<file path="config.mk">
export PLATFORM = sky130hd
export DESIGN_NAME = mem_lsu_flat
export DESIGN_NICKNAME = d
export VERILOG_FILES = /design/src/rtl/mips_defs.sv /design/src/rtl/mem_lsu_if.sv /design/src/rtl/lsu_lane_gen.sv /design/src/rtl/mem_lsu.sv /design/src/flat_wrapper.sv
export SDC_FILE = /design/constraint.sdc
export NUM_CORES = 1
export LEC_CHECK = 0
export BUFFER_PORTS_ARGS = -buffer_cell sky130_fd_sc_hd__buf_2
export CAP_MARGIN = 10
export CORE_AREA = 2 2 150 152
export DETAILED_ROUTE_END_ITERATION = 12
export DIE_AREA = 0 0 152 154
export PLACE_DENSITY = 0.73
export SLEW_MARGIN = 30
export SYNTH_ARGS = -nofsm -noshare
export SYNTH_HDL_FRONTEND = slang
export SYNTH_HIERARCHICAL = 1
export SYNTH_SLANG_ARGS = --single-unit
</file>
<file path="constraint.sdc">
create_clock -name cpu_clk_50M -period 5.5 [get_ports cpu_clk_50M]
set_input_delay 1.65 -clock cpu_clk_50M [delete_from_list [all_inputs] [get_ports cpu_clk_50M]]
set_output_delay 1.65 -clock cpu_clk_50M [all_outputs]
set_load 0.02 [all_outputs]
</file>
<file path="src/rtl/mips_defs.sv">
// Shared MIPS32 core definitions: memory opcodes and LSU FSM states.
package mips_defs;

  localparam logic [7:0] EXE_LB = 8'h90;
  localparam logic [7:0] EXE_LW = 8'h92;
  localparam logic [7:0] EXE_SB = 8'h98;
  localparam logic [7:0] EXE_SW = 8'h9A;

  typedef enum logic [1:0] {
    IDLE  = 2'd0,
    WAIT  = 2'd1,
    ABORT = 2'd2
  } lsu_state_e;

  function automatic logic is_load(input logic [7:0] op);
    return (op == EXE_LB) || (op == EXE_LW);
  endfunction

  function automatic logic is_store(input logic [7:0] op);
    return (op == EXE_SB) || (op == EXE_SW);
  endfunction

endpackage

</file>
<file path="src/rtl/mem_lsu_if.sv">
// Data bus req/ack handshake between mem_lsu (master) and memory (slave).
interface mem_lsu_if;
  logic        dbus_req_o;
  logic [3:0]  dbus_we_o;
  logic [31:0] dbus_addr_o;
  logic [31:0] dbus_wdata_o;
  logic        dbus_ack_i;
  logic [31:0] dbus_rdata_i;

  modport master (
    output dbus_req_o, dbus_we_o,
    output dbus_addr_o, dbus_wdata_o,
    input  dbus_ack_i, dbus_rdata_i
  );

  modport slave (
    input  dbus_req_o, dbus_we_o,
    input  dbus_addr_o, dbus_wdata_o,
    output dbus_ack_i, dbus_rdata_i
  );
endinterface

</file>
<file path="src/rtl/lsu_lane_gen.sv">
// Byte-lane mask, write enables and big-endian store data for the LSU.
module lsu_lane_gen
  import mips_defs::*;
(
  input  logic [7:0]  aluop_i,
  input  logic [1:0]  addr_i,
  input  logic [31:0] din_i,
  output logic [3:0]  dre_o,
  output logic [3:0]  we_o,
  output logic [31:0] wdata_o
);

  logic [3:0] lane;

  assign lane = 4'b1000 >> addr_i;

  always_comb begin
    dre_o   = 4'h0;
    we_o    = 4'h0;
    wdata_o = 32'h0;
    unique case (1'b1)
      aluop_i == EXE_LB: dre_o = lane;
      aluop_i == EXE_LW: dre_o = 4'hF;
      aluop_i == EXE_SB: begin
        dre_o   = lane;
        we_o    = lane;
        wdata_o = {4{din_i[7:0]}};
      end
      aluop_i == EXE_SW: begin
        dre_o   = 4'hF;
        we_o    = 4'hF;
        wdata_o = {din_i[7:0], din_i[15:8],
                   din_i[23:16], din_i[31:24]};
      end
      default: ;
    endcase
  end

endmodule

</file>
<file path="src/rtl/mem_lsu.sv">
// MEM-stage load/store unit with MEM/WB register.
// Optional MEM_ALIGN_CHECK_EN rejects misaligned LW/SW.
module mem_lsu
  import mips_defs::*;
#(
  parameter int unsigned TIMEOUT = 255
) (
  input  logic        cpu_clk_50M,
  input  logic        rst_n,
  input  logic [7:0]  mem_aluop_i,
  input  logic [4:0]  mem_wa_i,
  input  logic        mem_wreg_i,
  input  logic [31:0] mem_wd_i,
  input  logic [31:0] mem_din_i,
  input  logic        mem_whilo_i,
  input  logic [63:0] mem_hilo_i,
  mem_lsu_if.master   dbus,
  output logic        stall_req_o,
  output logic        bus_err_o,
  output logic [4:0]  wb_wa_o,
  output logic        wb_wreg_o,
  output logic [31:0] wb_dreg_o,
  output logic        wb_mreg_o,
  output logic [3:0]  wb_dre_o,
  output logic [31:0] wb_dm_o,
  output logic        wb_whilo_o,
  output logic [63:0] wb_hilo_o
);

  localparam logic [7:0] CNT_LAST = 8'(TIMEOUT - 1);

  lsu_state_e  state_q, state_d;
  logic [7:0]  cnt_q, cnt_d;
  logic [31:0] hold_addr_q, hold_addr_d;
  logic [3:0]  hold_we_q, hold_we_d;
  logic [31:0] hold_wdata_q, hold_wdata_d;

  logic [3:0]  lane_dre, lane_we;
  logic [31:0] lane_wdata;
  logic        is_ld, is_mem, misal, misal_hit;
  logic        req_c, err_c;
  logic [3:0]  we_c;
  logic [31:0] addr_c, wdata_c;

  logic [4:0]  wa_q, wa_d;
  logic        wreg_q, wreg_d;
  logic [31:0] dreg_q, dreg_d;
  logic        mreg_q, mreg_d;
  logic [3:0]  dre_q, dre_d;
  logic [31:0] dm_q, dm_d;
  logic        whilo_q, whilo_d;
  logic [63:0] hilo_q, hilo_d;

  lsu_lane_gen u_lane_gen (
    .aluop_i (mem_aluop_i),
    .addr_i  (mem_wd_i[1:0]),
    .din_i   (mem_din_i),
    .dre_o   (lane_dre),
    .we_o    (lane_we),
    .wdata_o (lane_wdata)
  );

  assign is_ld  = is_load(mem_aluop_i);
  assign is_mem = is_ld | is_store(mem_aluop_i);

`ifdef MEM_ALIGN_CHECK_EN
  assign misal = ((mem_aluop_i == EXE_LW) ||
                  (mem_aluop_i == EXE_SW)) &&
                 (mem_wd_i[1:0] != 2'b00);
`else
  assign misal = 1'b0;
`endif

  assign misal_hit = (state_q == IDLE) & is_mem & misal;

  always_comb begin
    state_d      = state_q;
    cnt_d        = cnt_q;
    hold_addr_d  = hold_addr_q;
    hold_we_d    = hold_we_q;
    hold_wdata_d = hold_wdata_q;
    req_c        = 1'b0;
    we_c         = 4'h0;
    addr_c       = 32'h0;
    wdata_c      = 32'h0;
    err_c        = 1'b0;
    unique case (state_q)
      IDLE: begin
        if (misal_hit) begin
          err_c = 1'b1;
        end else if (is_mem) begin
          req_c   = 1'b1;
          we_c    = lane_we;
          addr_c  = {mem_wd_i[31:2], 2'b00};
          wdata_c = lane_wdata;
          if (!dbus.dbus_ack_i) begin
            hold_addr_d  = addr_c;
            hold_we_d    = we_c;
            hold_wdata_d = wdata_c;
            cnt_d        = 8'd0;
            state_d      = WAIT;
          end
        end
      end
      // Replay the latched request so upstream churn cannot disturb it
      WAIT: begin
        req_c   = 1'b1;
        we_c    = hold_we_q;
        addr_c  = hold_addr_q;
        wdata_c = hold_wdata_q;
        if (dbus.dbus_ack_i) begin
          state_d = IDLE;
        end else if (cnt_q == CNT_LAST) begin
          state_d = ABORT;
        end else begin
          cnt_d = cnt_q + 8'd1;
        end
      end
      ABORT: begin
        err_c   = 1'b1;
        state_d = IDLE;
      end
      default: state_d = IDLE;
    endcase
  end

  // Reset gates the bus immediately, not at the next edge
  assign dbus.dbus_req_o   = req_c & rst_n;
  assign dbus.dbus_we_o    = we_c & {4{rst_n}};
  assign dbus.dbus_addr_o  = addr_c & {32{rst_n}};
  assign dbus.dbus_wdata_o = wdata_c & {32{rst_n}};
  assign stall_req_o = dbus.dbus_req_o & ~dbus.dbus_ack_i;
  assign bus_err_o   = err_c & rst_n;

  always_comb begin
    wa_d    = 5'd0;
    wreg_d  = 1'b0;
    dreg_d  = 32'h0;
    mreg_d  = 1'b0;
    dre_d   = 4'h0;
    dm_d    = 32'h0;
    whilo_d = 1'b0;
    hilo_d  = 64'h0;
    if (!stall_req_o && !misal_hit) begin
      wa_d    = mem_wa_i;
      wreg_d  = mem_wreg_i;
      dreg_d  = mem_wd_i;
      whilo_d = mem_whilo_i;
      hilo_d  = mem_hilo_i;
      dm_d    = dm_q;
      if (is_ld) begin
        mreg_d = 1'b1;
        dre_d  = lane_dre;
        dm_d   = (state_q == ABORT) ? 32'h0
                                    : dbus.dbus_rdata_i;
      end
    end
  end

  always_ff @(posedge cpu_clk_50M or negedge rst_n) begin
    if (!rst_n) begin
      state_q      <= IDLE;
      cnt_q        <= 8'd0;
      hold_addr_q  <= 32'h0;
      hold_we_q    <= 4'h0;
      hold_wdata_q <= 32'h0;
      wa_q         <= 5'd0;
      wreg_q       <= 1'b0;
      dreg_q       <= 32'h0;
      mreg_q       <= 1'b0;
      dre_q        <= 4'h0;
      dm_q         <= 32'h0;
      whilo_q      <= 1'b0;
      hilo_q       <= 64'h0;
    end else begin
      state_q      <= state_d;
      cnt_q        <= cnt_d;
      hold_addr_q  <= hold_addr_d;
      hold_we_q    <= hold_we_d;
      hold_wdata_q <= hold_wdata_d;
      wa_q         <= wa_d;
      wreg_q       <= wreg_d;
      dreg_q       <= dreg_d;
      mreg_q       <= mreg_d;
      dre_q        <= dre_d;
      dm_q         <= dm_d;
      whilo_q      <= whilo_d;
      hilo_q       <= hilo_d;
    end
  end

  assign wb_wa_o    = wa_q;
  assign wb_wreg_o  = wreg_q;
  assign wb_dreg_o  = dreg_q;
  assign wb_mreg_o  = mreg_q;
  assign wb_dre_o   = dre_q;
  assign wb_dm_o    = dm_q;
  assign wb_whilo_o = whilo_q;
  assign wb_hilo_o  = hilo_q;

endmodule

</file>
<file path="src/flat_wrapper.sv">
// flat-port wrapper written by rule: the top's interface ports become plain ports
module mem_lsu_flat import mips_defs::*;
#(
  parameter int unsigned TIMEOUT = 255
)
  (cpu_clk_50M, rst_n, mem_aluop_i, mem_wa_i, mem_wreg_i, mem_wd_i, mem_din_i, mem_whilo_i, mem_hilo_i, stall_req_o, bus_err_o, wb_wa_o, wb_wreg_o, wb_dreg_o, wb_mreg_o, wb_dre_o, wb_dm_o, wb_whilo_o, wb_hilo_o, dbus_dbus_req_o, dbus_dbus_we_o, dbus_dbus_addr_o, dbus_dbus_wdata_o, dbus_dbus_ack_i, dbus_dbus_rdata_i);
  mem_lsu_if dbus_i ();
  input  logic cpu_clk_50M;
  input  logic rst_n;
  input  logic [7:0] mem_aluop_i;
  input  logic [4:0] mem_wa_i;
  input  logic mem_wreg_i;
  input  logic [31:0] mem_wd_i;
  input  logic [31:0] mem_din_i;
  input  logic mem_whilo_i;
  input  logic [63:0] mem_hilo_i;
  output logic stall_req_o;
  output logic bus_err_o;
  output logic [4:0] wb_wa_o;
  output logic wb_wreg_o;
  output logic [31:0] wb_dreg_o;
  output logic wb_mreg_o;
  output logic [3:0] wb_dre_o;
  output logic [31:0] wb_dm_o;
  output logic wb_whilo_o;
  output logic [63:0] wb_hilo_o;
  output wire logic [$bits(dbus_i.dbus_req_o)-1:0] dbus_dbus_req_o;
  output wire logic [$bits(dbus_i.dbus_we_o)-1:0] dbus_dbus_we_o;
  output wire logic [$bits(dbus_i.dbus_addr_o)-1:0] dbus_dbus_addr_o;
  output wire logic [$bits(dbus_i.dbus_wdata_o)-1:0] dbus_dbus_wdata_o;
  input wire logic [$bits(dbus_i.dbus_ack_i)-1:0] dbus_dbus_ack_i;
  input wire logic [$bits(dbus_i.dbus_rdata_i)-1:0] dbus_dbus_rdata_i;
  assign dbus_dbus_req_o = dbus_i.dbus_req_o;
  assign dbus_dbus_we_o = dbus_i.dbus_we_o;
  assign dbus_dbus_addr_o = dbus_i.dbus_addr_o;
  assign dbus_dbus_wdata_o = dbus_i.dbus_wdata_o;
  assign dbus_i.dbus_ack_i = dbus_dbus_ack_i;
  assign dbus_i.dbus_rdata_i = dbus_dbus_rdata_i;
  mem_lsu #(.TIMEOUT(TIMEOUT)) u_core (.cpu_clk_50M(cpu_clk_50M), .rst_n(rst_n), .mem_aluop_i(mem_aluop_i), .mem_wa_i(mem_wa_i), .mem_wreg_i(mem_wreg_i), .mem_wd_i(mem_wd_i), .mem_din_i(mem_din_i), .mem_whilo_i(mem_whilo_i), .mem_hilo_i(mem_hilo_i), .dbus(dbus_i), .stall_req_o(stall_req_o), .bus_err_o(bus_err_o), .wb_wa_o(wb_wa_o), .wb_wreg_o(wb_wreg_o), .wb_dreg_o(wb_dreg_o), .wb_mreg_o(wb_mreg_o), .wb_dre_o(wb_dre_o), .wb_dm_o(wb_dm_o), .wb_whilo_o(wb_whilo_o), .wb_hilo_o(wb_hilo_o));
endmodule
</file>
# ---- Word-level counts from Yosys, hierarchy flattened
# Cells that the tools add are included.
dict set report word_totals {
  register_bits 216
  word_cells 79
  in_bits 178
}
dict set report classes {
  muxes 34
  n_addsub 1
  bitwise_logic 8
  shifts 1
  n_reduce_logical 10
  eq_ne 12
}
# op count
set ops {}
lappend ops {{32-bit 2-to-1 mux} 6}
lappend ops {{32-bit one-hot mux with 2 select lines} 3}
lappend ops {{32-bit bitwise AND} 2}
lappend ops {{64-bit 2-to-1 mux} 1}
lappend ops {{8-bit == test, second input constant} 5}
lappend ops {{8-bit 2-to-1 mux} 4}
lappend ops {{4-bit one-hot mux with 2 select lines} 3}
lappend ops {{8-bit one-hot mux with 2 select lines} 1}
lappend ops {{4-bit 2-to-1 mux} 3}
lappend ops {{8-bit by 1-bit adder with 8-bit output, second input constant} 1}
lappend ops {{2-bit 2-to-1 mux} 4}
lappend ops {{1-bit 2-to-1 mux} 6}
lappend ops {{2-bit != test, second input constant} 3}
lappend ops {{3-bit AND reduction} 2}
lappend ops {{5-bit 2-to-1 mux} 1}
lappend ops {{5-bit AND reduction} 1}
lappend ops {{4-bit bitwise AND} 1}
lappend ops {{2-bit one-hot mux with 2 select lines} 1}
lappend ops {{2-bit nonzero test} 2}
lappend ops {{2-bit OR reduction} 2}
lappend ops {{4-bit by 2-bit >> shifter with 4-bit output, first input constant} 1}
lappend ops {{1-bit bitwise AND} 3}
lappend ops {{3-bit by 2-bit != test with 1-bit output, second input constant} 1}
lappend ops {{2-bit by 1-bit == test with 1-bit output, second input constant} 1}
lappend ops {{other kinds (7)} 8}

# ---- Depth between registers and ports, before layout
dict set report depth {
  ltp_word 8
  ltp_mapped 7
}

# ---- By module
# Netlist, hierarchy kept.
# mod area_each_um2 instances cells_each seq_area_each_um2
set by_module_without_submodules {}
lappend by_module_without_submodules {mem_lsu 8684.6 1 804 5405.2}
lappend by_module_without_submodules {lsu_lane_gen 611.8 1 91 0.0}

# ---- Worst setup path before layout
# No wires, ideal clock.
dict set report synth_path {
  kind {input to output}
  from {input mem_aluop_i[0]}
  to {output dbus_dbus_wdata_o[0]}
  path_slack_ns 0.539
  n_path_buf 2
  arrival_ns 3.311
  t_required_ns 3.850
  cell_stages 6
  path_cell_list {or4b_4 > nor4_2 > buf_4 > buf_2 > a22oi_1 > nor2b_1}
}
dict set report synth_via {
  elab_chain_len 6
  elab_cells_between_ends 11
  classes_between {4 x eq/ne; 3 x mux; 2 x bitwise; 2 x reduce/logical}
}
# element line
set synth_lines {}
lappend synth_lines {{start, declared} flat_wrapper.sv:10} ;# input logic [7:0] mem_aluop_i;
lappend synth_lines {{8-bit == test (on tied branches)} -}
lappend synth_lines {{1-bit logical OR (on tied branches)} {mips_defs.sv:16, mips_defs.sv:20}}
lappend synth_lines {{1-bit OR} mem_lsu.sv:64} ;# assign is_mem = is_ld | is_store(mem_aluop_i);
lappend synth_lines {{32-bit 2-to-1 mux *} mem_lsu.sv:91} ;# end else if (is_mem) begin
lappend synth_lines {{32-bit one-hot mux with 2 select lines *} mem_lsu.sv:87} ;# unique case (state_q)
lappend synth_lines {{32-bit bitwise AND *} mem_lsu.sv:131} ;# assign dbus.dbus_wdata_o = wdata_c & {32{rst_n}};
lappend synth_lines {{end, declared} flat_wrapper.sv:30} ;# output wire logic [$bits(dbus_i.dbus_wdata_o)-1:0] dbus_dbus_wdata_o;
# Mark *: on every way between the ends. The rest lies on a longest branch, timed or not.

# ---- Final worst setup path
dict set report layout_path {
  from {input mem_aluop_i[0]}
  to {output dbus_dbus_we_o[2]}
}
dict set report layout_via {
  elab_cells_between_ends 11
  classes_between {4 x eq/ne; 3 x mux; 2 x bitwise; 2 x reduce/logical}
}
# element line
set layout_rtl {}
lappend layout_rtl {{8-bit == test (on tied branches)} {lsu_lane_gen.sv:29, lsu_lane_gen.sv:24}}
lappend layout_rtl {{4-bit one-hot mux with 2 select lines *} lsu_lane_gen.sv:21} ;# unique case (1'b1)
lappend layout_rtl {{named net u_core.lane_we[2]} mem_lsu.sv:38} ;# logic [3:0] lane_dre, lane_we;
lappend layout_rtl {{4-bit 2-to-1 mux *} mem_lsu.sv:91}
lappend layout_rtl {{4-bit one-hot mux with 2 select lines *} mem_lsu.sv:87}
lappend layout_rtl {{4-bit bitwise AND *} mem_lsu.sv:129} ;# assign dbus.dbus_we_o = we_c & {4{rst_n}};
lappend layout_rtl {{end, declared} flat_wrapper.sv:28} ;# output wire logic [$bits(dbus_i.dbus_we_o)-1:0] dbus_dbus_we_o;
# The timed path passes the listed nets; every way through them passes the cells marked *.

==> summary.txt <==
Placed design
  • Placed insts: 1511
  • Routability cong.: between 0.8 and 0.9
  • Port Buf Inserts: between 300 and 400
  • Detail Placement HPWL: approximately 18000 um

Synthesis
  • Synth async-reset ratio: 100.0%
  • Largest family of logic cells by synthesized area: simple AND/OR/NAND/NOR gates
  • Number of synthesized flops with an enable pin: 0
  • Most common flop cell mapped by yosys: dfrtp_1
  • Yosys warns: 6
  • Synth Area in Compound Gates: around 10%
  • Post-synthesis adder-cell area fraction: less than 1%
  • Post-Syn Area: around 9300 um^2
  • Synth Area in XOR/XNOR: 0%
  • Multiplexer share of the synthesized area: around 2.6%
  • Unique masters post-synth: 42
  • #FFs+latches synth: ~220
  • Syn_area_per_cell: 10.39 um^2
  • Post-Synthesis Cells: 895
  • Post-synthesis simple-gate area fraction: about a quarter
  • Register area share after synthesis: between 50% and 60%

Finish
  • Fill cell count: roughly 1.9k
  • Area of the multi-input gates: between 3000 and 4000 um^2
  • Most common cell after layout, fill and taps aside: buf_2
  • Share of layout cells above drive strength 1: between 30% and 40%
  • Final Net Count: 1438
  • Area Overhead vs Synth: 31.95%
  • Most frequent cells in the layout: buf_2, dfrtp_1, nand2_1
  • Final Non-Filler Cells: about 1.6k
  • Register area: ~5400 um^2

CTS
  • Post-CTS Setup Bufs: 0
  • CTS tree: yes
  • Post-CTS Hold Fix Bufs: 0
  • Worst-skew pair later-pin latency: 0.51 ns
  • CTS root buf: clkbuf_16
  • Clk slew on worst S/H paths: 0.06 ns
  • Post-cts resize count: 0
  • CTS H-tree lvls: 1
  • Clock Tree Buf Depth: 3
  • TritonCTS Sinks: 216
  • Cts bufs inserted: 25

Outcome
  • Outcome: complete, no violations

Setup path
  • Critical path arrival: between 3 and 4 ns
  • WP data required: a little under 4 ns
  • CP endpoint kind: output port
  • Critical path class: input pin to output port
  • CP Max Fanout: 40
  • Startpoint Class: input pin

Die
  • Row cnt: 54
  • Initial Utilization: between 40% and 50%
  • # IOs: between 300 and 400
  • Die extent in x: approximately 150 um
  • Die footprint: between 20000 and 25000 um^2
  • Core area: approximately 22000 um^2
  • Die Ht: roughly 150 um

GRT
  • Largest net degree at the start of global routing: 90
  • Overflow after GRT: 0
  • Number of global-route vias before repair: roughly 7.6k
  • All-Layer GR Usage: between 20% and 30%
  • First-pass GRT wire length: ~42000 um
  • Initial antenna violation count: 5

Timing
  • Final hold violations: 0
  • Setup TNS Final: 0 ns
  • Worst-margin pin slew: a little under 0.9 ns
  • Final period util: 95.35%
  • Slew HR: 41.16%
  • Max Clock Skew: 0.01206 ns
  • Max Slew Vio Count: 0
  • Final setup viols: 0
  • Crit path time final: about 5.2 ns
  • RSZ-0062 raised after global routing: false
  • Max Clk Rate: between 150 and 200 MHz

Drt
  • Avg WL per Cell: 17.08 um
  • DRC viols: 0
  • Final ANT Viol Nets: 0
  • Vias per cell: 4.992
  • Routed Wire Length: 26660 um
  • Drt initial violations: roughly 550
  • Via count: ~7.8k
  • First-pass DRT Iterations: 5

Pwr
  • Total power: 3.778 mW
  • Static Leakage: between 6 and 7 nW
  • Worst VDD drop: slightly below 200 uV
  • Power Density: about 310 nW/um^2

Job
  • Maximum capacitance violations: 0

Hold path
  • Min-Delay Path Class: flip-flop to flip-flop
==> final cells by class <==
cell class | count | share of cell area, %
Sequential cell | 216 | 44.06
Antenna cell | 5 | 0.1020
Inverter | 12 | 0.3672
Multi-Input combinational cell | 600 | 28.85
Clock buffer | 38 | 5.824
Tap cell | 280 | 2.856
Clock inverter | 7 | 0.7650
Timing Repair Buffer | 403 | 17.18
==> worst paths after layout <==
| check | endpoint | cells after the start | slack (ns) | from |
|---|---|---|---|---|
| max in group asynchronous | u_core/wb_dm_o[30]$_DFFE_PN0P_ | 2 | 3.47 | rst_n |
| setup / recovery | dbus_dbus_we_o[2] | 7 | 0.26 | mem_aluop_i[0] |
| hold reg to reg | u_core/hold_addr_q[16]$_DFFE_PN0P_ | 2 | 0.48 | u_core/hold_addr_q[16]$_DFFE_PN0P_ |
| min in group asynchronous | u_core/hold_wdata_q[19]$_DFFE_PN0P_ | 1 | 1.03 | rst_n |
| hold / removal | u_core/hold_addr_q[16]$_DFFE_PN0P_ | 2 | 0.48 | u_core/hold_addr_q[16]$_DFFE_PN0P_ |
| setup reg to reg | u_core/wb_hilo_o[29]$_DFF_PN0_ | 5 | 2.69 | u_core/state_q[1]$_DFFE_PN0P_ |
==> worst max-delay path: stages <==
cell and delay (ns):
buf_2 0.11, or4b_1 0.54, buf_4 0.29, a211oi_1 0.48, a22oi_1 0.18, nor2b_1 0.16
buf_2 0.17
==> metal layers <==
metal,up-vias,routed length (um),share of wire (%),GRT usage [%]
li1,3708,-,-,-
met1,3720,10740,40,28.50
met2,317,13460,50,37.56
met3,48,1738,6.5,4.115
met4,0,727,2.7,7.655
met5,-,0,0,0
==> synth_stat cells (2+ instances only) <==
master | instances | area, um^2
a211oi_1 | 4 | 30.03
inv_1 | 12 | 45.04
buf_4 | 3 | 22.52
ha_1 | 2 | 25.02
a22o_1 | 32 | 280.3
o21ai_0 | 4 | 20.02
buf_6 | 7 | 78.83
nor2b_1 | 161 | 1007
nor3_1 | 37 | 185.2
buf_2 | 15 | 75.07
dfrtp_1 | 216 | 5405
nand2b_1 | 5 | 31.28
a22oi_1 | 66 | 495.5
nand4_1 | 4 | 25.02
and2_1 | 5 | 31.28
o211ai_1 | 5 | 37.54
mux2i_1 | 24 | 240.2
nand2_1 | 203 | 762.0
a21oi_1 | 4 | 20.02
nor4_4 | 2 | 42.54
o31ai_1 | 2 | 15.01
nor2_1 | 13 | 48.80
or4_1 | 3 | 22.52
nand3_1 | 5 | 25.02
clkbuf_1 | 43 | 161.4
nor3b_1 | 2 | 15.01
==> report_power, final <==
group	switching [mW]	internal, mW
logic	0.258	0.169
registers	0.0424	1.69
clock network	0.632	0.988
==> sequential cells by signal (all words and copies together), names as in the netlist <==
register and count:
u_core/wb_hilo_o 64, u_core/hold_wdata_q 32, u_core/wb_dm_o 32, u_core/wb_dreg_o 32, u_core/hold_addr_q 30, u_core/cnt_q 8
u_core/wb_wa_o 5, u_core/hold_we_q 4, u_core/wb_dre_o 4, u_core/state_q 2, u_core/wb_mreg_o 1, u_core/wb_whilo_o 1
u_core/wb_wreg_o 1
==> per-stage QoR <==
stage | cell area [um^2] | util (%) | hold slack (ns) | setup slack [ns]
6_report | 12270 | 56.56 | 0.4753 | 0.2555
3_3_place_gp | 11450 | 52.77 | 0.4578 | 0.2069
2_1_floorplan | 9300 | - | 0.4465 | 0.5390
4_1_cts | 12250 | 56.50 | 0.4774 | 0.2376
3_5_place_dp | 11450 | 52.77 | 0.4629 | 0.2327
5_1_grt | 12270 | 56.56 | 0.4931 | 0.1146
==> cells by family (layout without fill, tap and decap cells) <==
kind of cell	count (synthesis)	after routing
adder cells (fa/ha/maj)	2	2
multiplexers	24	24
other	1	7
AND/OR/NAND/NOR	450	450
flip-flops	216	216
buffers and inverters	80	460
AO/OA/AOI/OAI	122	122
(Power assumes the default switching activity.)
